`config.mk`:
```
export PLATFORM = sky130hd
export DESIGN_NAME = ws_tile_sequencer
export DESIGN_NICKNAME = d
export VERILOG_FILES = /design/src/rtl/ws_tile_sequencer.sv
export SDC_FILE = /design/constraint.sdc
export NUM_CORES = 1
export LEC_CHECK = 0
export ABC_CLOCK_PERIOD_IN_PS = 10000
export BUFFER_PORTS_ARGS = -buffer_cell sky130_fd_sc_hd__buf_4
export CELL_PAD_IN_SITES_DETAIL_PLACEMENT = 1
export CELL_PAD_IN_SITES_GLOBAL_PLACEMENT = 2
export CORE_UTILIZATION = 37
export CTS_CLUSTER_SIZE = 12
export DETAILED_ROUTE_END_ITERATION = 8
export PLACE_DENSITY_LB_ADDON = 0.2
export SLEW_MARGIN = 0
export SYNTH_ARGS = -nofsm -noshare
export SYNTH_HDL_FRONTEND = slang
export SYNTH_SLANG_ARGS = --single-unit
```
`constraint.sdc`:
```
create_clock -name clk -period 10 [get_ports clk]
set_input_delay 2 -clock clk [delete_from_list [all_inputs] [get_ports clk]]
set_output_delay 2 -clock clk [all_outputs]
set_load 0.03 [all_outputs]
```
`src/rtl/ws_tile_sequencer.sv`:
```
// Weight-stationary tile sequencer: walks one tile through weight fill, kernel load,
// activation fill, execute and OFIFO drain, emitting the registered 64-bit core inst bus.
module ws_tile_sequencer #(
    parameter int unsigned ROW         = 8,
    parameter int unsigned COL         = 8,
    parameter int unsigned L0_DEPTH    = 64,
    parameter int unsigned OFIFO_DEPTH = 64,
    parameter int unsigned TIMEOUT     = 1024
) (
    input  logic        clk,
    input  logic        reset,
    input  logic        start,
    input  logic [10:0] w_base,
    input  logic [10:0] x_base,
    input  logic [10:0] p_base,
    input  logic [10:0] n_act,
    input  logic        first_tile,
    input  logic        last_tile,
    input  logic        ofifo_valid,
    output logic [63:0] inst,
    output logic        busy,
    output logic        done,
    output logic        err
);

    localparam int unsigned MAXN = (L0_DEPTH < OFIFO_DEPTH) ? L0_DEPTH : OFIFO_DEPTH;
    localparam int unsigned WW   = (TIMEOUT > 1) ? $clog2(TIMEOUT) : 1;

    localparam logic [10:0]   ROW_C   = 11'(ROW);
    localparam logic [10:0]   ROW_M1  = 11'(ROW - 1);
    localparam logic [10:0]   COL_M1  = 11'(COL - 1);
    localparam logic [10:0]   MAXN_C  = 11'(MAXN);
    localparam logic [WW-1:0] TO_LAST = WW'(TIMEOUT - 1);

    localparam logic [63:0] IDLE_INST = 64'h0000_0001_000C_0000;

    typedef enum logic [3:0] {
        S_IDLE, S_W_FILL, S_W_LOAD, S_W_SETTLE, S_X_FILL,
        S_EXEC, S_DR_WAIT, S_DR_RD, S_DR_WR, S_DONE
    } state_t;

    state_t        state_q, state_d;
    logic [10:0]   cnt_q, cnt_d;
    logic [10:0]   j_q, j_d;
    logic [WW-1:0] wait_q, wait_d;
    logic [10:0]   wb_q, wb_d, xb_q, xb_d, pb_q, pb_d, n_q, n_d;
    logic          first_q, first_d, last_q, last_d;
    logic [63:0]   inst_q, inst_d;
    logic          busy_q, busy_d, done_q, done_d, err_q, err_d;

    // Outputs are registered but derived from the next state, so inst lines up
    // with the state the sequencer occupies during that cycle.
    always_comb begin
        state_d = state_q;
        cnt_d   = cnt_q;
        j_d     = j_q;
        wait_d  = wait_q;
        wb_d    = wb_q;
        xb_d    = xb_q;
        pb_d    = pb_q;
        n_d     = n_q;
        first_d = first_q;
        last_d  = last_q;
        err_d   = 1'b0;

        unique case (state_q)
            S_IDLE: begin
                if (start) begin
                    if (n_act == 11'd0 || n_act > MAXN_C) begin
                        err_d = 1'b1;
                    end else begin
                        wb_d    = w_base;
                        xb_d    = x_base;
                        pb_d    = p_base;
                        n_d     = n_act;
                        first_d = first_tile;
                        last_d  = last_tile;
                        cnt_d   = '0;
                        state_d = S_W_FILL;
                    end
                end
            end
            S_W_FILL: begin
                cnt_d = cnt_q + 11'd1;
                if (cnt_q == ROW_C) begin
                    cnt_d   = '0;
                    state_d = S_W_LOAD;
                end
            end
            S_W_LOAD: begin
                cnt_d = cnt_q + 11'd1;
                if (cnt_q == ROW_M1) begin
                    cnt_d   = '0;
                    state_d = S_W_SETTLE;
                end
            end
            S_W_SETTLE: begin
                cnt_d = cnt_q + 11'd1;
                if (cnt_q == COL_M1) begin
                    cnt_d   = '0;
                    state_d = S_X_FILL;
                end
            end
            S_X_FILL: begin
                cnt_d = cnt_q + 11'd1;
                if (cnt_q == n_q) begin
                    cnt_d   = '0;
                    state_d = S_EXEC;
                end
            end
            S_EXEC: begin
                cnt_d = cnt_q + 11'd1;
                if (cnt_q == n_q - 11'd1) begin
                    cnt_d   = '0;
                    j_d     = '0;
                    wait_d  = '0;
                    state_d = ofifo_valid ? S_DR_RD : S_DR_WAIT;
                end
            end
            S_DR_WAIT: begin
                if (ofifo_valid) begin
                    wait_d  = '0;
                    state_d = S_DR_RD;
                end else if (wait_q == TO_LAST) begin
                    err_d   = 1'b1;
                    state_d = S_IDLE;
                end else begin
                    wait_d = wait_q + 1'b1;
                end
            end
            S_DR_RD: state_d = S_DR_WR;
            S_DR_WR: begin
                if (j_q == n_q - 11'd1) begin
                    state_d = S_DONE;
                end else begin
                    j_d     = j_q + 11'd1;
                    wait_d  = '0;
                    state_d = ofifo_valid ? S_DR_RD : S_DR_WAIT;
                end
            end
            S_DONE:  state_d = S_IDLE;
            default: state_d = S_IDLE;
        endcase

        inst_d = IDLE_INST;
        unique case (state_d)
            S_W_FILL: begin
                if (cnt_d < ROW_C) begin
                    inst_d[19]   = 1'b0;
                    inst_d[17:7] = wb_d + cnt_d;
                end
                inst_d[2] = (cnt_d != 11'd0);
            end
            S_W_LOAD: begin
                inst_d[3] = 1'b1;
                inst_d[0] = 1'b1;
            end
            S_X_FILL: begin
                if (cnt_d < n_d) begin
                    inst_d[19]   = 1'b0;
                    inst_d[17:7] = xb_d + cnt_d;
                end
                inst_d[2] = (cnt_d != 11'd0);
            end
            S_EXEC: begin
                inst_d[3] = 1'b1;
                inst_d[1] = 1'b1;
            end
            S_DR_RD: begin
                inst_d[32]    = 1'b0;
                inst_d[35]    = 1'b1;
                inst_d[30:20] = pb_d + j_d;
            end
            S_DR_WR: begin
                inst_d[32]    = 1'b0;
                inst_d[31]    = 1'b1;
                inst_d[30:20] = pb_d + j_d;
                inst_d[6]     = 1'b1;
                inst_d[33]    = ~first_d;
                inst_d[34]    = first_d;
                inst_d[45]    = last_d;
            end
            default: ;
        endcase

        busy_d = (state_d != S_IDLE);
        done_d = (state_d == S_DONE);
    end

    always_ff @(posedge clk) begin
        if (reset) begin
            state_q <= S_IDLE;
            cnt_q   <= '0;
            j_q     <= '0;
            wait_q  <= '0;
            wb_q    <= '0;
            xb_q    <= '0;
            pb_q    <= '0;
            n_q     <= '0;
            first_q <= 1'b0;
            last_q  <= 1'b0;
            inst_q  <= IDLE_INST;
            busy_q  <= 1'b0;
            done_q  <= 1'b0;
            err_q   <= 1'b0;
        end else begin
            state_q <= state_d;
            cnt_q   <= cnt_d;
            j_q     <= j_d;
            wait_q  <= wait_d;
            wb_q    <= wb_d;
            xb_q    <= xb_d;
            pb_q    <= pb_d;
            n_q     <= n_d;
            first_q <= first_d;
            last_q  <= last_d;
            inst_q  <= inst_d;
            busy_q  <= busy_d;
            done_q  <= done_d;
            err_q   <= err_d;
        end
    end

    assign inst = inst_q;
    assign busy = busy_q;
    assign done = done_q;
    assign err  = err_q;

endmodule

```
==> impl_metrics.tcl, run 1 <==
set metrics [dict create \
    status "complete, no violations" \
    r2r_start "n_q[0]$_SDFF_PP0_" \
    initial_core_util_pct 37.8 \
    dp_slack_ps 3730 \
    grt_max_degree 48 \
    portBuffers 86 \
    hold_viol_final 0 \
    clock_path_buffers 2 \
    slew_violations 0 \
    yosysUniqueCellTypes 76 \
    setup_ws_ps 3880 \
    first_global_vias 6921 \
    synthCells 901 \
    syn2layout_area_growth_pct 18.3 \
    synth_top_cell_by_area "dfxtp_1" \
    dieArea_um2 21300 \
    worstHoldPathType "flip-flop to flip-flop" \
    worstMarginPinSlew_ps 991 \
    synthTopCellsByCount "dfxtp_1 (118), nor2_1 (68), a21oi_1 (67), nand2_1 (63), ha_1 (45)" \
    cpMostUsedCell "o21ai_0" \
    cts_buffers 17 \
    nets 1063 \
    die_w_um 146 \
    gp_congestion 0.814 \
    max_slew_margin_pct 33.8 \
    worstPathArrival_ps 6480 \
    drive_gt1_share_pct 18.1 \
    synth-seq-cells 118 \
    power_density_nw_per_um2 140 \
    cts_num_sinks 118 \
    seq_area_frac_synth_pct 30.8 \
    maxCapViolations 0 \
    peakVddDrop_mv 0.0947 \
    rows 52 \
    syn_avg_cell_area_um2 8.51 \
    final.setup.tns_ps 0 \
    fmax_ghz 0.163 \
    diodes 0 \
    rrSetupSlack_ps 3880 \
    max_stage_delay_ps 560 \
    core_um2 20300 \
    cts_max_level 4 \
    leakagePower_nw 4.04 \
    hp-start "wait_q[6]$_SDFFE_PP0P_" \
    antenna_found_initial 0 \
    drc_errors 0 \
    synth_area_leaders "dfxtp_1 (31%), ha_1 (7.3%), mux2_2 (4.4%), a21oi_1 (4.4%), nor2_1 (3.3%)" \
    grt-ovfl-total 0 \
    hold_buffers 0 \
    fin_crit_sh_pct 61.2 \
    vias 6832 \
    start_kind "flip-flop" \
    ant_nets 0 \
    postCtsSetupBuffers 0 \
    utilization_pct 44.7 \
    wirelength_mm 23.3 \
    min_path_cells 2 \
    crit_fanout 8 \
    holdWs_ps 482 \
    ctsResizeCount 0 \
    cp_cell_sequence "inv_1, ha_1, or3b_2, or4_1, a22oi_1, nand4b_1, nor3_2, nor2_1, o21ai_0, nand2_1, fa_1, a21o_1, a21oi_1, o21ai_0, o41ai_1, o21ai_0, xor2_1, or4_1, a21oi_1" \
    synthArstFlopShare_pct 0 \
    synth_warnings 0 \
    cts_tree "built" \
    synth_area_um2 7670 \
    synth_edf_count 0 \
    synth_top_area_share_pct 30.8 \
    num_io_pins 117 \
    via_per_inst 5.48 \
    path_class "flip-flop to flip-flop" \
    synth_most_common_cell "dfxtp_1" \
    reg2reg_depth 19 \
    cts.clk_slew.worst_paths_ps 60 \
    dp_hpwl_mm 17.3 \
    firstDrtPassIters 4 \
    timing.final.crit_period_ps 6120 \
    rsz0062_at_grt "no" \
    end_kind "flip-flop" \
    wire_per_inst_um 18.7 \
    skew_ps 10.6 \
    grt_usage_pct 22.6 \
    r2r-end "inst[30]$_SDFF_PP0_" \
    clkLatencyLatePin_ps 430 \
    grt_pass1_wl_mm 37.5 \
    setup_viol 0 \
    ctsRootBufferMaster "clkbuf_16" \
    hold_end "wait_q[6]$_SDFFE_PP0P_" \
    synth_ff_type "dfxtp_1" \
    initialDrtViolationCount 304 \
    crit_required_ps 10360 \
    die_h_um 146 \
    slowest_stage "or3b_2" \
]
==> critical path, delay by kind of cell (launching register included) <==
family | cells | cell delay (ps)
XOR/XNOR | 1 | 180
flip-flops | 1 | 430
adder cells (fa/ha/maj) | 2 | 800
buffers and inverters | 1 | 110
AND/OR/NAND/NOR | 7 | 2580
AO/OA/AOI/OAI | 8 | 1960
==> placed cells by master, fill, tap and decap left out, types with 9 or more instances in the layout <==
master / n
dfxtp_1: 118
buf_4: 92
nor2_1: 68
a21oi_1: 67
nand2_1: 63
ha_1: 45
o21ai_0: 40
and2_1: 39
mux2_2: 30
conb_1: 30
nand3_1: 29
xnor2_1: 27
xor2_1: 21
inv_1: 20
clkbuf_16: 17
mux2i_1: 16
nor3_1: 14
or3_1: 13
and3_1: 13
or4_1: 12
a31oi_1: 12
a21o_1: 12
a22o_1: 12
nand4_1: 10
o21a_1: 10
a211oi_1: 9
o31ai_1: 9
==> layer usage <==
layer / wire length [um] / up-vias / track usage, %
met4: 393 / 0 / 7.53
met5: 0 / - / 0
met1: 10300 / 3336 / 27.9
met2: 11800 / 125 / 39.7
met3: 839 / 30 / 3.70
li1: - / 3341 / -
==> power by group <==
group          internal [mW]  switching [mW]  leakage, nW
Sequential             0.472         0.00146        0.951
Combinational         0.0234          0.0400         2.75
Clock                  0.505           0.228        0.332
==> registers in the layout, summed over array words and instances (netlist names) <==
| register | flops |
|---|---|
| last_q | 1 |
| pb_q | 11 |
| busy | 1 |
| first_q | 1 |
| err | 1 |
| j_q | 11 |
| inst | 33 |
| done | 1 |
| cnt_q | 11 |
| state_q | 4 |
| xb_q | 11 |
| wb_q | 11 |
| n_q | 11 |
| wait_q | 10 |
==> worst max-delay path by stage <==
stage                      startpoint             endpoint  slack, ps  cells after the start
floorplan                    n_act[0]  inst[30]$_SDFF_PP0_       3980                     16
global placement             n_act[0]  inst[30]$_SDFF_PP0_       3920                     15
detailed placement           n_act[0]  inst[17]$_SDFF_PP0_       3730                     16
CTS                 n_q[0]$_SDFF_PP0_  inst[30]$_SDFF_PP0_       3880                     19
global route        n_q[0]$_SDFF_PP0_  inst[30]$_SDFF_PP0_       3450                     19
finish              n_q[0]$_SDFF_PP0_  inst[30]$_SDFF_PP0_       3880                     19
==> cell families after synthesis <==
| group | synth area share [%] |
|---|---|
| compound gates | 18.8 |
| xor+xnor | 6.09 |
| fa+ha+maj | 8.13 |
| buf+inv | 6.48 |
| flops | 30.8 |
| mux | 6.50 |
| other cells | 0.0980 |
| simple gates | 23.1 |
==> layout make-up <==
type | count | area, um^2
repair buffers | 92 | 691
clock buffers | 23 | 468
multi-input cells | 716 | 4920
inverters | 20 | 75.1
well taps | 270 | 338
clock inverters | 8 | 219
fillers | 2402 | 11200
flip-flops and latches | 118 | 2360
==> stage by stage <==
stage	cell area, um^2	power [mW]	std cells
detailed placement	8390	0.547	1216
floorplan	7770	0.531	929
CTS	9070	1.29	1247
global placement	8390	0.547	1216
global route	9070	1.31	1247
finish	9070	1.27	1247
No activity file was read; power rests on OpenSTA's default activity.
==> inputs of run 2 (changes only) <==
--- a/config.mk
+++ b/config.mk
@@ -5,11 +5,11 @@
 export SDC_FILE = /design/constraint.sdc
 export NUM_CORES = 1
 export LEC_CHECK = 0
-export ABC_CLOCK_PERIOD_IN_PS = 10000
+export ABC_CLOCK_PERIOD_IN_PS = 5900
 export BUFFER_PORTS_ARGS = -buffer_cell sky130_fd_sc_hd__buf_4
 export CELL_PAD_IN_SITES_DETAIL_PLACEMENT = 1
 export CELL_PAD_IN_SITES_GLOBAL_PLACEMENT = 2
-export CORE_UTILIZATION = 37
+export CORE_UTILIZATION = 35
 export CTS_CLUSTER_SIZE = 12
 export DETAILED_ROUTE_END_ITERATION = 8
 export PLACE_DENSITY_LB_ADDON = 0.2
==> constraint.sdc (replaced) <==
create_clock -name clk -period 5.9 [get_ports clk]
set_input_delay 1.18 -clock clk [delete_from_list [all_inputs] [get_ports clk]]
set_output_delay 1.18 -clock clk [all_outputs]
set_load 0.03 [all_outputs]
==> run 2 against run 1 <==
Against the previous run:
- die area increased by 5.6%
- clock skew grew 4.5 ps
- fmax is 12% higher
- register-to-register slack worse by 3400 ps
- worst setup slack worse by 3400 ps
- count of clock-buffer cells in the layout fell by 3
- non-clock buffer count grew 12
- power is 61% higher
- routed wire length is 0.54% higher
- flip-flop and latch count unchanged
- global-route usage is 1.1 points lower
- largest power group unchanged
==> impl_metrics.tcl, run 2 (synthesis results as in run 1) <==
set metrics [dict create \
    status "complete, no violations" \
    num_io_pins 117 \
    hold_viol_final 0 \
    cts_max_level 4 \
    initialDrtViolationCount 250 \
    final.setup.tns_ps 0 \
    reg2reg_depth 19 \
    grt-ovfl-total 0 \
    firstDrtPassIters 4 \
    timing.final.crit_period_ps 5440 \
    max_stage_delay_ps 560 \
    fill_cells 2542 \
    maxCapViolations 0 \
    swShare_pct 23.1 \
    ctsRootBufferMaster "clkbuf_16" \
    crit_fanout 8 \
    worstPathArrival_ps 5790 \
    start_kind "flip-flop" \
    hold_buffers 0 \
    initial_core_util_pct 36.1 \
    die_h_um 150 \
    first_global_vias 6732 \
    via_per_inst 5.31 \
    grt_max_degree 48 \
    nets 1075 \
    clock_path_buffers 2 \
    path_class "flip-flop to flip-flop" \
    p_total_mw 2.04 \
    cp_cell_sequence "inv_1, ha_1, or3b_2, or4_1, a22oi_1, nand4b_1, nor3_4, nor2_1, o21ai_0, nand2_1, fa_1, a21o_1, a21oi_1, o21ai_0, o41ai_2, o21ai_0, xor2_1, or4_1, a21oi_1" \
    hp-start "wait_q[6]$_SDFFE_PP0P_" \
    setup_viol 0 \
    diodes 0 \
    wirelength_mm 23.5 \
    rrSetupSlack_ps 460 \
    peakVddDrop_mv 0.157 \
    ant_nets 0 \
    critPathLaunch "n_q[0]$_SDFF_PP0_" \
    slowest_stage "or4_1" \
    combPwrFrac_pct 5.4 \
    setup_ws_ps 457 \
    drive_gt1_share_pct 19.6 \
    syn2layout_area_growth_pct 19.1 \
    rows 53 \
    wire_per_inst_um 18.6 \
    dp_slack_ps 275 \
    switchingPower_uw 471 \
    cpMostUsedCell "o21ai_0" \
    drc_errors 0 \
    grt_usage_pct 21.5 \
    crit_required_ps 6250 \
    end_kind "flip-flop" \
    critPathBufInv 1 \
    placed_cell_area_um2 8480 \
    cp_top_family "simple AND/OR/NAND/NOR gates" \
    layout_common_cells "dfxtp_1 (118), buf_4 (104), nor2_1 (68)" \
    antenna_found_initial 0 \
    pwr-share-seq_pct 39.3 \
    p_int_mw 1.57 \
    max_slew_margin_pct 35.7 \
    core_um2 21200 \
    register_area_um2 2360 \
    cts_tree "built" \
    slew_violations 0 \
    power_density_nw_per_um2 223 \
    clkLatencyLatePin_ps 420 \
    endpoint "inst[30]$_SDFF_PP0_" \
    worstMarginPinSlew_ps 963 \
    multiInputGateArea_um2 4930 \
    cts_num_sinks 118 \
    crit_cells 19 \
    cts.clk_slew.worst_paths_ps 60 \
    fmax_ghz 0.184 \
    dp_hpwl_mm 17.8 \
    worstHoldPathType "flip-flop to flip-flop" \
    vias 6722 \
    final_common_cell "dfxtp_1" \
    clock_power_share_pct 55.3 \
    portBuffers 86 \
    finish.instance_area_um2 9130 \
    die_w_um 150 \
    fin_crit_sh_pct 92.3 \
    grt_pass1_wl_mm 36.7 \
    r2r-end "inst[30]$_SDFF_PP0_" \
    dieArea_um2 22500 \
    skew_ps 15.1 \
    r2r_start "n_q[0]$_SDFF_PP0_" \
    rsz0062_at_grt "no" \
    leakagePower_nw 4.10 \
    cts_buffers 17 \
    gp_congestion 0.894 \
    largest_reg_flops 33 \
]
==> run 2: cell count changes in the layout (fill, tap and decap cells not counted), sizes merged <==
cell	before	now
clkbuf	23	20
clkinvlp	0	2
buf	92	104
clkinv	1	6
bufinv	7	4
==> run 2: power by group through the flow <==
stage / Combinational, mW / Sequential (mW) / Clock (mW)
3_5_place_dp: 0.110 / 0.819 / 0
4_1_cts: 0.110 / 0.801 / 1.16
3_3_place_gp: 0.109 / 0.819 / 0
6_report: 0.110 / 0.802 / 1.13
2_1_floorplan: 0.0812 / 0.819 / 0
5_1_grt: 0.118 / 0.801 / 1.19
==> run 2: layout make-up <==
type	instances	share of cell area (%)
clock buffer	20	5.00
tap	275	3.77
timing repair buffer	104	8.55
inverter	20	0.822
sequential	118	25.9
multi-input combinational	716	54.0
clock inverter	12	1.93
==> run 2: tightest hold or removal path: cells and delay by family (launching register included) <==
kind / cells / cell delay (ps)
compound gates: 1 / 60
flops: 1 / 320
simple gates: 1 / 50
==> run 2: stage by stage <==
| stage | util [%] | hold slack [ps] | std cells |
|---|---|---|---|
| after CTS | 43.0 | 485 | 1265 |
| final | 43.0 | 477 | 1265 |
| after detailed placement | 40.0 | 481 | 1233 |
| after floorplan | - | 440 | 929 |
| after global routing | 43.0 | 517 | 1265 |
| after global placement | 40.0 | 469 | 1233 |
==> run 2: worst min path at each step <==
stage,slack [ps],end,depth (start not counted)
floorplan,440,wait_q[6]$_SDFFE_PP0P_,2
global placement,470,wait_q[6]$_SDFFE_PP0P_,2
detailed placement,480,wait_q[6]$_SDFFE_PP0P_,2
CTS,480,wait_q[6]$_SDFFE_PP0P_,2
global route,520,wait_q[6]$_SDFFE_PP0P_,2
finish,480,wait_q[6]$_SDFFE_PP0P_,2
==> run 2: layer usage <==
layer	up-vias	global-route usage (%)	share of wire, %
met4	0	4.65	1.3
met2	122	38.4	51
met5	-	0	0
met3	20	4.73	3.7
met1	3227	26.3	44
li1	3353	-	-
==> run 2: timing repair <==
item / 4_1_cts / 5_1_grt
buffers inserted: 0 / 0
setup endpoints to repair: 0 / 1
resized for setup: 0 / 2
